## config.mk

```make
export PLATFORM = sky130hd
export DESIGN_NAME = instruction_fetch_sequencer
export DESIGN_NICKNAME = d
export VERILOG_FILES = /design/src/rtl/instruction_fetch_sequencer_pkg.sv /design/src/rtl/instruction_fetch_sequencer_return_address_stack.sv /design/src/rtl/instruction_fetch_sequencer.sv
export SDC_FILE = /design/constraint.sdc
export NUM_CORES = 1
export LEC_CHECK = 0
export ABC_AREA = 1
export BUFFER_PORTS_ARGS = -buffer_cell sky130_fd_sc_hd__buf_2
export CORE_AREA = 2 2 145 147
export DETAILED_ROUTE_END_ITERATION = 16
export DIE_AREA = 0 0 147 149
export PLACE_DENSITY = 0.59
export SLEW_MARGIN = 10
export SYNTH_ARGS = -nofsm -noshare
export SYNTH_HDL_FRONTEND = slang
export SYNTH_SLANG_ARGS = --single-unit
```

## constraint.sdc

```tcl
create_clock -name Clock -period 3.8 [get_ports Clock]
set_clock_uncertainty 0.05 [all_clocks]
set_input_delay 0 -clock Clock [delete_from_list [all_inputs] [get_ports Clock]]
set_output_delay 0 -clock Clock [all_outputs]
set_load 0.01 [all_outputs]
```

## src/rtl/instruction_fetch_sequencer_pkg.sv

```systemverilog
// Shared definitions for the instruction fetch sequencer.
// Holds the opcode constants, the fetch FSM state encoding and small helper
// functions that slice an instruction word into opcode / field A / B / C.
// Instruction layout: opcode [27:24], A [23:16], B [15:8], C [7:0].
package instruction_fetch_sequencer_pkg;

  localparam int INSTR_W = 28;

  localparam logic [3:0] OP_NOP  = 4'd0;
  localparam logic [3:0] OP_STO  = 4'd1;
  localparam logic [3:0] OP_ADD  = 4'd2;
  localparam logic [3:0] OP_SUB  = 4'd3;
  localparam logic [3:0] OP_CALL = 4'd4;
  localparam logic [3:0] OP_RET  = 4'd5;
  localparam logic [3:0] OP_JMP  = 4'd6;
  localparam logic [3:0] OP_BLE  = 4'd7;
  localparam logic [3:0] OP_LED  = 4'd8;

  typedef enum logic {
    ST_RUN   = 1'b0,
    ST_ERROR = 1'b1
  } fetch_state_e;

  function automatic logic [3:0] opcode_of(input logic [INSTR_W-1:0] instr);
    return instr[27:24];
  endfunction

  function automatic logic [7:0] field_a_of(input logic [INSTR_W-1:0] instr);
    return instr[23:16];
  endfunction

  function automatic logic [7:0] field_b_of(input logic [INSTR_W-1:0] instr);
    return instr[15:8];
  endfunction

  function automatic logic [7:0] field_c_of(input logic [INSTR_W-1:0] instr);
    return instr[7:0];
  endfunction

endpackage

```

## src/rtl/instruction_fetch_sequencer_return_address_stack.sv

```systemverilog
// Return-address stack: synchronous LIFO used by CALL/RET.
// Ports:
//   Clock, Reset (sync, active-low) - clocking / count reset
//   iPush, iData                    - push iData on the rising edge
//   iPop                            - pop the top entry on the rising edge
//   oData                           - current top of stack (valid same cycle)
//   oFull, oEmpty                   - occupancy status
// Push/pop requests against a full/empty stack are ignored; the caller is
// expected to detect those cases from oFull/oEmpty.
module return_address_stack #(
  parameter int ADDR_WIDTH  = 16,
  parameter int STACK_DEPTH = 8
) (
  input  logic                  Clock,
  input  logic                  Reset,
  input  logic                  iPush,
  input  logic                  iPop,
  input  logic [ADDR_WIDTH-1:0] iData,
  output logic [ADDR_WIDTH-1:0] oData,
  output logic                  oFull,
  output logic                  oEmpty
);

  localparam int PTR_W = (STACK_DEPTH > 1) ? $clog2(STACK_DEPTH) : 1;
  localparam int CNT_W = PTR_W + 1;

  logic [CNT_W-1:0]      count_q;
  logic [ADDR_WIDTH-1:0] mem [STACK_DEPTH];
  logic [PTR_W-1:0]      wr_idx;
  logic [PTR_W-1:0]      top_idx;
  logic                  do_push;
  logic                  do_pop;

  assign oFull   = (count_q == CNT_W'(STACK_DEPTH));
  assign oEmpty  = (count_q == '0);
  assign wr_idx  = count_q[PTR_W-1:0];
  assign top_idx = PTR_W'(count_q - CNT_W'(1));
  assign oData   = mem[top_idx];
  assign do_push = iPush && !oFull;
  assign do_pop  = iPop && !oEmpty && !iPush;

  always_ff @(posedge Clock) begin
    if (!Reset) begin
      count_q <= '0;
    end else if (do_push) begin
      count_q <= count_q + CNT_W'(1);
    end else if (do_pop) begin
      count_q <= count_q - CNT_W'(1);
    end
  end

  // Storage carries no reset: only entries below count_q are ever read.
  always_ff @(posedge Clock) begin
    if (Reset && do_push) begin
      mem[wr_idx] <= iData;
    end
  end

endmodule

```

## src/rtl/instruction_fetch_sequencer.sv

```systemverilog
// Instruction fetch sequencer: owns the PC, addresses the instruction ROM and
// registers each fetched word into a one-stage fetch/execute pipeline.
// JMP/CALL/RET resolve at fetch (CALL/RET via the return-address stack);
// BLE resolves at execute from iBranchTaken and squashes the wrong-path fetch.
// Ports:
//   Clock, Reset (sync, active-low)
//   iInstruction      - combinational ROM data for oAddress
//   iStall            - datapath hold request (freezes everything)
//   iBranchTaken      - BLE outcome for the word on oInstruction
//   oAddress          - ROM address (the PC register)
//   oInstruction      - registered instruction for execute
//   oInstructionValid - oInstruction is to be executed
//   oHalted           - sequencer is in ERROR
//   oStackOverflow    - sticky, CALL with a full stack
//   oStackUnderflow   - sticky, RET with an empty stack
module instruction_fetch_sequencer
  import instruction_fetch_sequencer_pkg::*;
#(
  parameter int ADDR_WIDTH  = 16,
  parameter int INSTR_WIDTH = 28,
  parameter int STACK_DEPTH = 8
) (
  input  logic                   Clock,
  input  logic                   Reset,
  input  logic [INSTR_WIDTH-1:0] iInstruction,
  input  logic                   iStall,
  input  logic                   iBranchTaken,
  output logic [ADDR_WIDTH-1:0]  oAddress,
  output logic [INSTR_WIDTH-1:0] oInstruction,
  output logic                   oInstructionValid,
  output logic                   oHalted,
  output logic                   oStackOverflow,
  output logic                   oStackUnderflow
);

  fetch_state_e state_q, state_d;

  logic [ADDR_WIDTH-1:0]  pc_p0, pc_d, pc_inc;
  logic [INSTR_WIDTH-1:0] instr_p1, instr_d;
  logic                   vld_p1, vld_d;
  logic                   ovf_q, ovf_d;
  logic                   unf_q, unf_d;
  logic                   push, pop;
  logic                   stk_full, stk_empty;
  logic [ADDR_WIDTH-1:0]  stk_top;
  logic                   squash;

  function automatic logic [ADDR_WIDTH-1:0] zext_target(input logic [7:0] a);
    return {{(ADDR_WIDTH-8){1'b0}}, a};
  endfunction

  assign pc_inc = pc_p0 + ADDR_WIDTH'(1);

  // A taken BLE sitting in execute redirects fetch and kills this cycle's word.
  assign squash = vld_p1 && (opcode_of(instr_p1) == OP_BLE) && iBranchTaken;

  return_address_stack #(
    .ADDR_WIDTH (ADDR_WIDTH),
    .STACK_DEPTH(STACK_DEPTH)
  ) u_ras (
    .Clock (Clock),
    .Reset (Reset),
    .iPush (push),
    .iPop  (pop),
    .iData (pc_inc),
    .oData (stk_top),
    .oFull (stk_full),
    .oEmpty(stk_empty)
  );

  always_comb begin
    state_d = state_q;
    pc_d    = pc_p0;
    instr_d = instr_p1;
    vld_d   = vld_p1;
    ovf_d   = ovf_q;
    unf_d   = unf_q;
    push    = 1'b0;
    pop     = 1'b0;

    unique case (state_q)
      ST_ERROR: begin
        vld_d = 1'b0;
      end
      default: begin
        if (!iStall) begin
          instr_d = iInstruction;
          vld_d   = 1'b1;
          if (squash) begin
            pc_d  = zext_target(field_a_of(instr_p1));
            vld_d = 1'b0;
          end else begin
            case (opcode_of(iInstruction))
              OP_CALL: begin
                if (stk_full) begin
                  ovf_d   = 1'b1;
                  state_d = ST_ERROR;
                  vld_d   = 1'b0;
                end else begin
                  push = 1'b1;
                  pc_d = zext_target(field_a_of(iInstruction));
                end
              end
              OP_RET: begin
                if (stk_empty) begin
                  unf_d   = 1'b1;
                  state_d = ST_ERROR;
                  vld_d   = 1'b0;
                end else begin
                  pop  = 1'b1;
                  pc_d = stk_top;
                end
              end
              OP_JMP:  pc_d = zext_target(field_a_of(iInstruction));
              default: pc_d = pc_inc;
            endcase
          end
        end
      end
    endcase
  end

  // ---- fetch (p0) / execute (p1) register boundary ----
  always_ff @(posedge Clock) begin
    if (!Reset) begin
      state_q  <= ST_RUN;
      pc_p0    <= '0;
      instr_p1 <= '0;
      vld_p1   <= 1'b0;
      ovf_q    <= 1'b0;
      unf_q    <= 1'b0;
    end else begin
      state_q  <= state_d;
      pc_p0    <= pc_d;
      instr_p1 <= instr_d;
      vld_p1   <= vld_d;
      ovf_q    <= ovf_d;
      unf_q    <= unf_d;
    end
  end

  assign oAddress          = pc_p0;
  assign oInstruction      = instr_p1;
  assign oInstructionValid = vld_p1;
  assign oHalted           = (state_q == ST_ERROR);
  assign oStackOverflow    = ovf_q;
  assign oStackUnderflow   = unf_q;

endmodule

```

Yosys cells after proc, flatten, opt, wreduce, memory -nomap -nowiden
Memory sizes are Yosys's and may differ from the RTL's.
Cells that the tools add are included.

storage, ports and cells
  register bits = 52
  bits in writable memories = 128
  input port bits = 32
  output and inout bits = 48
  word-level logic and storage cells = 64
  memories kept = 1

memories
  name       words  width  read ports  clocked after memory_dff  write ports  RTL line                                                RTL
  u_ras.mem  8      16     1           0                         1            instruction_fetch_sequencer_return_address_stack.sv:28  logic [ADDR_WIDTH-1:0] mem [STACK_DEPTH];

cells by class
  add/subtract/negate cells = 3
  eq/ne operators = 7
  mux-type cells = 26
  bitwise logic cells = 4
  reduce and logical (&&, ||, !) cells = 16

operators by type and width
  cell                     count
  $mux W16                 3
  $pmux W16 S3             1
  $mux W1                  18
  $add A16 B1 Y16 const B  1
  $eq A4 B3 Y1 const B     4
  $reduce_and A5 Y1        2
  $mux W4                  2
  $logic_and A1 B1 Y1      6
  $ne A3 B3 Y1 const B     2
  $add A4 B1 Y4 const B    1
  $eq A4 B4 Y1 const B     1
  $logic_not A4 Y1         1
  $not A1 Y1               4
  $pmux W1 S2              2
  $reduce_and A4 Y1        1
  $sub A4 B1 Y4 const B    1
  $logic_not A1 Y1         3
  $reduce_and A2 Y1        1
  $reduce_bool A2 Y1       1
  $reduce_or A2 Y1         1

Longest topological paths before layout
Gate-level depths: netlist (run 1).

  word-level depth = 10
  depth in mapped cells = 15
  depth with buffers taken out = 12

Hierarchy
A second synthesis (run 1) with hierarchy kept.

unflattened totals
  cells, all modules = 852
  area total of the unflattened synthesis = 7,905.1 sq um

by module, submodules not included
  module                       instances  cells each  area an instance (sq um)  sequential area each (sq um)
  return_address_stack         1          453         5,387.7                   3,923.8
  instruction_fetch_sequencer  1          399         2,517.4                   960.9

Least setup slack after synthesis (run 1)
No wires, ideal clock.

  path kind = reg-to-reg
  from = register u_ras.count_q[0]
  to = memory u_ras.mem[1][0] (enable)
  library setup time = 0.409 ns
  arrival time = 2.860 ns
  data required time = 3.341 ns
  slack = 0.481 ns
  stages on the path, launching flop included = 15
  path buffers = 3
  period minus slack after synthesis = 3.319 ns
  path through = dfxtp_1 buf_2 inv_2 buf_4 buf_2 ha_1 nand2_1 nor2_1 inv_1 nand3_2 nor2_2 inv_2 nor2_2 nand2_1 nor3_1

between the ends
  word-level cells in the longest chain between the ends = 10
  elaborated cells on any way between the ends = 11
  classes of those cells = eq/ne: 1; mux: 7; reduce/logical: 3

RTL lines
  what                           RTL line                                                RTL
  from (decl)                    instruction_fetch_sequencer_return_address_stack.sv:27  logic [CNT_W-1:0] count_q;
  from (signal assigned)         instruction_fetch_sequencer_return_address_stack.sv:46  count_q <= count_q + CNT_W'(1);
  from (signal assigned)         instruction_fetch_sequencer_return_address_stack.sv:48  count_q <= count_q - CNT_W'(1);
  $eq A4 B4 Y1                   instruction_fetch_sequencer_return_address_stack.sv:34  assign oFull = (count_q == CNT_W'(STACK_DEPTH));
  $mux W1                        instruction_fetch_sequencer.sv:95                       if (stk_full) begin
  $mux W1                        instruction_fetch_sequencer.sv:93                       case (opcode_of(iInstruction))
  $mux W1                        instruction_fetch_sequencer.sv:89                       if (squash) begin
  $mux W1                        instruction_fetch_sequencer.sv:86                       if (!iStall) begin
  $mux W1                        instruction_fetch_sequencer.sv:81                       unique case (state_q)
  $logic_and A1 B1 Y1            instruction_fetch_sequencer_return_address_stack.sv:39  assign do_push = iPush && !oFull;
  $logic_and A1 B1 Y1            instruction_fetch_sequencer_return_address_stack.sv:54  if (Reset && do_push) begin
  $mux W1                        instruction_fetch_sequencer_return_address_stack.sv:54
  $mux W1 (not written as such)  instruction_fetch_sequencer_return_address_stack.sv:55  mem[wr_idx] <= iData;
  to (decl)                      instruction_fetch_sequencer_return_address_stack.sv:28

Parallel ways exist; a longest one is shown, timed or not.

Final worst setup path (run 1)
  from = register u_ras.count_q[1]
  to = memory u_ras.mem[1][9] (enable)

The elaborated chain is that of the path after synthesis.

==> metrics list, run 1 <==
- Result of the run: finished clean
- In this run the vertical extent of the chip is 149 um.
- In the routed design, unresolved DRC markers number 0.
- In this run the post-CTS setup repair buffer count came out at 0.
- Ratio of cells with drive above 1 in the final layout: 15.2%
- Of all nets on the critical path, the largest fanout is 16.
- For this design the static power due to leakage is 3.90 nW.
- In this run the power spent charging and discharging nets is 1.00 mW.
- Initial antenna violation count: 0
* Combined area of all synthesized cells: 8030 um^2
- Largest net degree at the start of global routing: 72
- Leftover overflow at the end of global routing: 0
- Core region area: 20600 um^2
- The final route contains 6315 vias.
* Cell variety after synth: 33
- The first routing iteration left 538 violations.
- Number of antenna diodes: 0
* Ports: 80
- Detailed placement finished with a half-perimeter wire length of 14000 um.
* Worst Setup Path Type: flop to flop
* Register area share after synthesis: 60.9%
- Worst min-delay path category: primary input to flop
* CTS hold repair buffers: 29
- Synthesis produced a netlist with a net count of 915.
* Relative contribution of the clock network to total power: 43.7%
- After detailed placement, the total cell area comes to 8680 um^2.
- Startpoint types: flop
- Combinational logic is responsible for 7.4% of the overall power.
- TritonCTS built the clock tree.
- In this design, the stage delay of the slowest critical-path cell is 0.49 ns.
* Final Critical Period: 2.71 ns
* Tot GR Track Use: 20.0%
- The first global-routing pass estimated 33800 um of wire.
- Total Nets Final: 1014
- Measured along the x axis, the die boundary spans 147 um.
* Post-placement cell count: 1205
- Of all cell types, the one taking the most synthesized area is edfxtp_1.
- CTS sink count: 180
* Vias in the first global route: 6117
- Cell Int Power: 3.42 mW
- Transition at the pin with the smallest max-transition slack: 1.06 ns
* Slew Limit Fails: 0
* Arrival time of the worst setup path: 2.77 ns
- Clock tree buffer depth: 2
- The later pin in the worst-skew pair is clocked with a latency of 0.43 ns.
- Number of max-capacitance violations reported: 0
* Max VDD drop: 0.326 mV
* First-pass detailed-route iteration total: 7
* Kind of capture point of the worst setup path: flop
- In the post-synthesis netlist, the biggest area contributors are edfxtp_1, dfxtp_1, nand2_1, nor2_1, nand3_1.
- The critical path goes through inv_1 -> ha_1 -> nand2_1 -> nor2_1 -> inv_1 -> nand3_2 -> nor2_2 -> inv_2 -> nor2_2 -> nand2_1 -> nor3_2 -> buf_4.
- Averaged over all synthesized cells, the footprint is 9.13 um^2.
- Post-synthesis register bit count: 180
- In the synthesized netlist the dominant register cell turns out to be edfxtp_1.
- H-tree lvl count: 4
* Post-DR vias/cell: 4.99
- Summed over all layers, the routed wires come to 21100 um.
* Switching fraction of total power: 22.7%
* Cell Count, Final, Fillers Out: 1265
- Slew HR: 29.1%
- Number of instances in the synthesized netlist: 879
- Critical Path Slowest Stage Cell: dfxtp_1
- Setup violations remaining at the end of the flow were counted as 0.
- Gates resized, CTS repair: 0
- Counting instances in the post-synthesis netlist gives the leading cell types as nand2_1, nor2_1, edfxtp_1, nand3_1, o21ai_0.
* Gpl congestion: 0.880
* Max Freq: 370 MHz
- Die area: 21900 um^2
- Cell at the root of the clock tree: clkbuf_16
- Average wire per cell in the routed design: 16.7 um
- The initialized floorplan defines 53 standard-cell rows.
* Starting density of the core: 39.0%
* CP top delay family: simple AND/OR/NAND/NOR gates
- Clock transition at path regs: 0.07 ns
- The worst path uses 71.2% of the clock period.
* Aggregate negative setup slack: 0 ns
- Top-area cell type share of the netlist area: 47.9%
- TritonCTS created 17 clock buffers.
- In the synthesized netlist the async set-or-reset flop fraction comes to 0%.
- Power spread over the standard cell area amounts to 460 nW/um^2.
- Yosys printed 0 warnings.
* Number of flops mapped to enable cells by yosys: 128
* Port Buffers: 79
- Total count of hold-check failures in the final report: 0
- The number of buffers and inverters on the critical path is 4.
- The share of total power dissipated in sequential elements is 48.8%.
- After routing the design area is 9620 um^2.
* RSZ-0062 raised after global routing: no
- In this run the remaining antenna-violating nets after routing total 0.
- For the worst setup path, the data required time is 3.86 ns.
- Most frequent cell after synthesis: nand2_1
* Area added between synthesis and finish: 19.8%
cell type report:
class,instances,area [um^2]
tap,275,344
clock buffer,17,425
clock inverter,14,226
fill,1948,10900
timing repair buffer,121,783
multi-input combinational,601,2740
sequential,180,4890
inverter,57,214
placed cells by master, fill, tap and decap left out, drive strengths merged:
cell type      n
nor3           6
clkinv         5
o21bai         4
ha             4
xnor2          3
nand3         83
inv           59
dlygate4sd3   29
nor2         168
o211ai         4
clkinvlp       2
buf           92
xor2           5
bufinv         5
a21oi         34
nand4          5
nand3b         2
a211oi         1
edfxtp       128
dfxtp         52
nand2        211
and2           5
clkbuf        17
o21ai         66
cell families (layout without fill, tap and decap cells):
| logic type | after synthesis | after routing | share of synthesized area (%) |
|---|---|---|---|
| AO/OA/AOI/OAI | 109 | 109 | 7.17 |
| XOR/XNOR | 8 | 8 | 1.06 |
| adder cells (fa/ha/maj) | 4 | 4 | 0.624 |
| buffers and inverters | 98 | 209 | 5.41 |
| flip-flops | 180 | 180 | 60.9 |
| AND/OR/NAND/NOR | 480 | 480 | 24.9 |
metal layers:
layer / GRT usage [%] / part of all wire [%]
met1: 29.3 / 48
met2: 29.8 / 43
met3: 4.86 / 7.9
met4: 5.34 / 1.2
met5: 0 / 0
sequential cells by signal (all words and copies together), names as in the netlist:
signal / cells
oHalted: 1
oStackOverflow: 1
oInstruction: 28
u_ras.mem: 128
oAddress: 16
u_ras.count_q: 4
oStackUnderflow: 1
oInstructionValid: 1
worst min-delay path, delay by kind of cell:
family | cells | cell delay (ns)
buf+inv | 1 | 0.27
compound gates | 1 | 0.14
simple gates | 1 | 0.04
through the flow:
stage	total power, mW	setup slack (ns)	hold slack [ns]	util (%)
after floorplan	2.38	0.481	0.0849	-
after global placement	2.50	1.24	0.169	42.2
after detailed placement	2.50	1.14	0.178	42.2
after CTS	4.44	1.12	0.0234	46.8
after global routing	4.56	0.852	0.0430	46.8
final	4.42	1.09	0.0192	46.8
power groups by stage:
| stage | registers (mW) | logic (mW) | clock network [mW] |
|---|---|---|---|
| 6_report | 2.16 | 0.328 | 1.93 |
| 5_1_grt | 2.16 | 0.366 | 2.03 |
| 4_1_cts | 2.16 | 0.327 | 1.95 |
| 3_5_place_dp | 2.20 | 0.304 | 0 |
| 3_3_place_gp | 2.20 | 0.306 | 0 |
| 2_1_floorplan | 2.21 | 0.177 | 0 |
path summary, 6_finish.rpt:
check,start,endpoint,slack [ns],depth (start not counted)
setup / recovery,u_ras.count_q[1],u_ras.mem[1][9],1.09,12
setup reg to reg,u_ras.count_q[1],u_ras.mem[1][9],1.09,12
hold reg to reg,oStackUnderflow,oStackUnderflow,0.43,2
hold / removal,Reset,oInstruction[16],0.02,3
Note: power is estimated with default switching activity, not from simulation.
==> inputs of run 2 (changes only) <==
==> constraint.sdc (replaced) <==
create_clock -name Clock -period 2.67 [get_ports Clock]
set_clock_uncertainty 0.05 [all_clocks]
set_input_delay 0 -clock Clock [delete_from_list [all_inputs] [get_ports Clock]]
set_output_delay 0 -clock Clock [all_outputs]
set_load 0.01 [all_outputs]
==> run 2 against run 1 <==
Against the previous run: sequential cell count stayed put; clock power is 30% higher; non-clock buffer count is 12 higher; power is 37% higher; critical path depth stayed put; final area is 0.59% higher; fmax is 16% higher; wire length is 3.0% lower; die area stayed put; critical path type unchanged; largest cell class unchanged; via count is 0.29% higher; register-to-register slack worse by 0.75 ns; hold slack better by 0.017 ns.
==> metrics list, run 2 (synthesis gave the netlist of run 1 again) <==
* Transition at the pin with the smallest max-transition slack: 0.744 ns (-0.314 ns)
- The data required time of the critical path was 2.73 ns (-1.13 ns).
- The pin count of the biggest net entering global routing was 72 (unchanged).
- The final-report max-slew violation count came to 0 (unchanged).
- The data arrival at the endpoint of the critical path was 2.39 ns (-0.38 ns).
- The die outline area came to 21900 um^2 (unchanged).
- Aggregate negative setup slack: 0 ns (unchanged)
* Final Critical Period: 2.33 ns (-0.380 ns)
- The register with the most flip-flops in the final layout is u_ras.mem.
* Cell row count: 53 (unchanged)
- The maximum fanout along the worst path came to 16 (unchanged).
- Leading cell types in the layout, fill and taps excluded: nand2_1, nor2_1, edfxtp_1, nand3_1, buf_2
- The number of top-level design ports came to 80 (unchanged).
* Width of the chip: 147 um (unchanged)
- Sequential cell area: 4890 um^2 (unchanged)
* Final cycle utilization of the critical path: 87.1% (+16 points)
- TritonCTS built the clock tree.
* Total count of hold-check failures in the final report: 0 (unchanged)
* Source-to-sink clock delay at the later pin of the worst-skew pair: 0.43 ns (about the same)
- The quantity of gates resized following cts came to 0 (unchanged).
- Result of the run: finished clean
- The post-route worst hold slack was 0.0359 ns (+0.0167 ns).
* Die height: 149 um (unchanged)
* Leftover overflow at the end of global routing: 0 (unchanged)
* Total Nets Final: 1026 (+1.2%)
- The area of the multi-input gates came to 2740 um^2 (about the same).
- The antenna cell count is 0 (unchanged).
- The total of fill cells in the finished design came to 1970 (+1.1%).
- The quantity of hold-fixing buffers added after cts was 29 (unchanged).
- First-pass detailed-route iteration total: 5 (-2)
- Initial antenna violation count: 0 (unchanged)
* Post-placement cell count: 1217 (+1.0%)
- Pwr/cell area: 625 nW/um^2 (+36%)
- Number of setup violations in the final report: 0 (unchanged)
- The number of setup buffers added after CTS came to 0 (unchanged).
* Post-DR vias/cell: 4.96 (-0.74%)
* Ratio of cells with drive above 1 in the final layout: 16.4% (+1.2 points)
- The maximum count of clock buffers along a single path came to 2 (unchanged).
- Compared with the post-synthesis result, the final layout area differs by 20.5%.
* Cell at the root of the clock tree: clkbuf_16
- The worst slew margin relative to its limit came to 50.4% (+21 points).
- The number of buffers created by CTS was 17 (unchanged).
- The clock transition time at the flip-flop clock pins of the worst setup and hold paths was 0.07 ns (about the same).
- Max Freq: 430 MHz (+16%)
- Worst Setup Path Type: flop to flop
- The flip-flop count of the largest register, all copies and words added came to 128 (unchanged).
- The initial detailed-routing violation count is 429 (-20%).
- Final core utilization: 47.1% (+0.27 points)
* Worst min-delay path category: primary input to flop
- The number of DRC violations after detailed routing came to 0 (unchanged).
* CTS sink count: 180 (unchanged)
- Core region area: 20600 um^2 (unchanged)
- The per-cell routed wire length came to 16.0 um (-4.0%).
- Number of max-capacitance violations reported: 0 (unchanged)
- Startpoint types: flop
* Starting density of the core: 39.0% (unchanged)
* Vias: 6333 (+0.29%)
* Kind of capture point of the worst setup path: flop
- The port buffer count came to 79 (unchanged).
- Wire length of the first global-routing pass: 32400 um (-3.9%)
* Tot GR Track Use: 19.3% (-0.69 points)
- Gpl congestion: 0.899 (+2.2%)
* RSZ-0062 raised after global routing: no
* Final HPWL from detailed placement: 13600 um (-2.8%)
* Overall power of the completed layout: 6.05 mW (+37%)
- The post-route non-filler standard cell count came to 1278 (+1.0%).
- H-tree lvl count: 4 (unchanged)
- The remaining number of nets flagged by the antenna check after routing was 0 (unchanged).
- The worst voltage drop across the vdd grid was 0.462 mV (+41%).
* Most common library cell in the layout ignoring fill and taps: nand2_1
* Leakage: 3.96 nW (+1.5%)
- Final Routed Wirelength: 20500 um (-3.0%)
- Vias in the first global route: 6038 (-1.3%)
## run 2: area by class of cell
class | instances | share of cell area (%)
inverter | 57 | 2.21
clock buffer | 22 | 5.46
sequential | 180 | 50.5
timing repair buffer | 133 | 9.16
tap | 275 | 3.56
multi-input combinational | 601 | 28.3
clock inverter | 10 | 0.776
## run 2: layer usage
| layer | vias up | wire length (um) | track usage, % |
|---|---|---|---|
| met5 | - | 0 | 0 |
| met4 | 0 | 317 | 5.67 |
| met3 | 28 | 1290 | 4.95 |
| met2 | 200 | 9330 | 30.2 |
| met1 | 2966 | 9550 | 26.7 |
| li1 | 3139 | - | - |
## run 2: worst max-delay path, stage by stage, from the launching register on
cell,delay [ns]
dfxtp_2,0.33
inv_2,0.04
ha_1,0.23
nand2_1,0.08
nor2_1,0.05
inv_1,0.08
nand3_2,0.11
nor2_2,0.22
inv_2,0.06
nor2_2,0.13
nand2_1,0.15
nor3_2,0.17
buf_4,0.30
## run 2: final timing paths
kind | startpoint | endpoint | slack (ns) | depth (start not counted)
max reg2reg | u_ras.count_q[0] | u_ras.mem[1][10] | 0.34 | 12
min | Reset | oInstruction[6] | 0.04 | 4
max | u_ras.count_q[0] | u_ras.mem[1][10] | 0.34 | 12
min reg2reg | oStackOverflow | oStackOverflow | 0.44 | 2
## run 2: stage by stage
step / worst slack (ns) / cell area (um^2)
2_1_floorplan: -0.192 / 8060
3_3_place_gp: 0.455 / 8780
3_5_place_dp: 0.383 / 8780
4_1_cts: 0.360 / 9670
5_1_grt: 0.155 / 9670
6_report: 0.345 / 9670
## run 2: where the power goes
group	switching [mW]	internal (mW)	total, mW
Combinational	0.305	0.176	0.481
Clock	1.08	1.42	2.50
Sequential	0.0377	3.03	3.07
Total	1.42	4.63	6.05
==> inputs of run 3 (changes only) <==
==> constraint.sdc (replaced) <==
create_clock -name Clock -period 2.67 [get_ports Clock]
set_clock_uncertainty 0.05 [all_clocks]
set_input_delay 0.534 -clock Clock [delete_from_list [all_inputs] [get_ports Clock]]
set_output_delay 0.534 -clock Clock [all_outputs]
set_load 0.01 [all_outputs]
==> run 3 against run 2 <==
Against the previous run: non-clock buffer count decreased by 26; count of clock-buffer cells in the layout unchanged; power decreased by 0.18%; setup slack improved by 0.049 ns; clock power about the same; sequential power about the same; sequential share of layout area increased by 1.2 points; critical path type unchanged; largest cell class unchanged.
==> metrics list, run 3 (synthesis gave the netlist of run 1 again) <==
- The maximum fanout along the worst path is 16 (unchanged).
* Final Critical Period: 2.28 ns (-0.0493 ns)
* Leading cell types in the layout, fill and taps excluded: nand2_1, nor2_1, edfxtp_1, nand3_1, buf_2
* Initial antenna violation count: 0 (unchanged)
- The flow ran to the end, and the final reports show no timing, DRC or antenna violations.
* Overall power of the completed layout: 6.04 mW (-0.18%)
- The final net count is 1000 (-2.5%).
- The effective utilization at floorplan was 39.0% (unchanged).
- Arrival time of the worst setup path: 2.36 ns (-0.03 ns)
- The via density per instance is 4.86 (-1.9%).
- Number of max-capacitance violations reported: 0 (unchanged)
* Logic depth of the worst setup path including buffers: 12 (unchanged)
* Slew HR: 47.4% (-2.9 points)
- Vias: 6085 (-3.9%)
* Aggregate negative setup slack: 0 ns (unchanged)
- The final-report max-slew violation count was 0 (unchanged).
- The number of sinks on the clock net was 180 (unchanged).
- Startpoint types: flop
* Post-placement cell count: 1220 (+0.25%)
- Total count of hold-check failures in the final report: 0 (unchanged)
* Cell at the root of the clock tree: clkbuf_16
- Port Buffers: 79 (unchanged)
* Critical Path Slowest Stage Cell: dfxtp_2
- Largest reg by FF count: u_ras.mem
- First-pass detailed-route iteration total: 5 (unchanged)
- Kind of capture point of the worst setup path: flop
* Relative contribution of the clock network to total power: 41.8% (+0.4 points)
- Worst Setup Path Type: flop to flop
- Combinational Power Share: 7.4% (-0.6 points)
- The remaining number of nets flagged by the antenna check after routing is 0 (unchanged).
- Relative to the synthesized area, the layout overhead comes to 17.8%.
* Cell Int Power: 4.63 mW (about the same)
* Number of antenna diodes: 0 (unchanged)
- The number of top-level design ports was 80 (unchanged).
- The quantity of hold-fixing buffers added after cts was 0 (-100%).
- Cell depth of the worst flop-to-flop path: 12 (unchanged)
- The global placer's final weighted congestion came to 0.901 (+0.24%).
- Leaving out fill and tap cells, the most frequent cell in the layout is nand2_1.
* Post-CTS Setup Bufs: 0 (unchanged)
* Max FFs per register: 128 (unchanged)
- R2r setup slk: 0.39 ns (+0.05 ns)
- Drt first-iter violations: 430 (+0.23%)
- The slew at the pin with the worst max-slew slack was 0.788 ns (+0.0440 ns).
* Pwr/cell area: 639 nW/um^2 (+2.1%)
* Worst R2R End: u_ras.mem[2][6]
- The number of buffers created by CTS was 17 (unchanged).
- The worst hold path terminates at oInstruction[4].
- TritonCTS built the clock tree.
- The final period utilization came to 85.3% (-1.8 points).
* Largest stage delay, worst path: 0.33 ns (about the same)
- Cell row count: 53 (unchanged)
- Placement Cell Area: 8850 um^2 (+0.83%)
- Setup repair after global routing left no endpoint under its margin.
- The switching fraction of total power is 23.3% (-0.21 points).
* CP top delay family: simple AND/OR/NAND/NOR gates
* Worst min-delay path category: primary input to flop
- The pin count of the biggest net entering global routing is 72 (unchanged).
- The static power due to leakage is 3.87 nW (-2.4%).
- H-tree lvl count: 4 (unchanged)
* Clock transition at path regs: 0.07 ns (about the same)
- The die outline area was 21900 um^2 (unchanged).
- The leftover overflow at the end of global routing is 0 (unchanged).
- The quantity of gates resized following cts was 0 (unchanged).
- Max Freq: 439 MHz (+2.2%)
- Number of setup violations in the final report: 0 (unchanged)
- The number of cells traversed by the worst hold path was 3 (-1).
- Average wire per cell in the routed design: 16.0 um (-0.23%)
* Critical-path cell list: inv_2 -> ha_1 -> nand2_1 -> nor2_1 -> inv_1 -> nand3_2 -> nor2_2 -> inv_2 -> nor2_2 -> nand2_1 -> nor3_2 -> buf_12
- Hold path start: iInstruction[4]
- Die height: 149 um (unchanged)
- The overall die width was 147 um (unchanged).
- Buffers plus inverters on the worst setup path: 4 (unchanged)
* Wire length of the first global-routing pass: 31900 um (-1.8%)
- The total of fill cells in the finished design is 2026 (+2.8%).
- Core region area: 20600 um^2 (unchanged)
- The data required time of the critical path is 2.76 ns (+0.03 ns).
* Vias in the first global route: 5923 (-1.9%)
- Source-to-sink clock delay at the later pin of the worst-skew pair: 0.43 ns (about the same)
- The fraction of final layout cells sized beyond drive strength 1 came to 16.9% (+0.54 points).
* Tot GR Track Use: 18.8% (-0.44 points)
- Worst r2r src: u_ras.count_q[0]
- The post-route worst hold slack is 0.266 ns (+0.230 ns).
* Cell Count, Final, Fillers Out: 1252 (-2.0%)
- DRC violation count after routing: 0 (unchanged)
- The share of power burned in registers came to 50.8% (about the same).
- Final Routed Wirelength: 20000 um (-2.3%)
* Final standard cell area without fillers: 9450 um^2 (-2.3%)
* Net load switching power: 1.40 mW (-1.1%)
* Max VDD drop: 0.493 mV (+6.8%)
- Final HPWL from detailed placement: 13600 um (-0.15%)
* Clock tree buffer depth: 2 (unchanged)
[run 3: through the flow]
stage / util, % / worst slack [ns]
after floorplan: - / -0.192
after global placement: 43.1 / 0.281
after detailed placement: 43.1 / 0.274
after CTS: 46.0 / 0.392
after global routing: 46.0 / 0.159
final: 46.0 / 0.394
[run 3: cell type report]
class | instances | area, um^2 | area share [%]
clock buffers | 22 | 507 | 5.36
clock inverters | 10 | 93.8 | 0.993
inverters | 57 | 214 | 2.26
multi-input cells | 601 | 2740 | 29.0
flip-flops and latches | 180 | 4890 | 51.7
well taps | 275 | 344 | 3.64
repair buffers | 107 | 668 | 7.07
[run 3: metal layers]
layer / track usage [%] / part of all wire (%) / vias up
met5: 0 / 0 / -
met4: 6.35 / 1.8 / 0
met3: 4.68 / 6.0 / 24
met2: 29.3 / 44 / 178
met1: 26.0 / 48 / 2795
li1: - / - / 3088
[run 3: worst min-delay path: stages]
cell	delay, ns
buf_2	0.07
nor2_1	0.03
nor2_1	0.08
[run 3: power groups by stage]
stage               Combinational [mW]  Sequential [mW]  Clock, mW
floorplan                        0.253             3.14          0
global placement                 0.446             3.13          0
detailed placement               0.451             3.13          0
CTS                              0.451             3.07       2.57
global route                     0.503             3.07       2.68
finish                           0.447             3.07       2.53
[run 3: worst max path at each step]
| stage | start | endpoint | slack (ns) |
|---|---|---|---|
| floorplan | u_ras.count_q[0] | u_ras.mem[1][0] | -0.19 |
| global placement | iInstruction[24] | u_ras.mem[4][1] | 0.28 |
| detailed placement | iInstruction[24] | u_ras.mem[2][2] | 0.27 |
| CTS | u_ras.count_q[0] | u_ras.mem[2][5] | 0.39 |
| global route | u_ras.count_q[1] | u_ras.mem[5][3] | 0.16 |
| finish | u_ras.count_q[0] | u_ras.mem[2][6] | 0.39 |
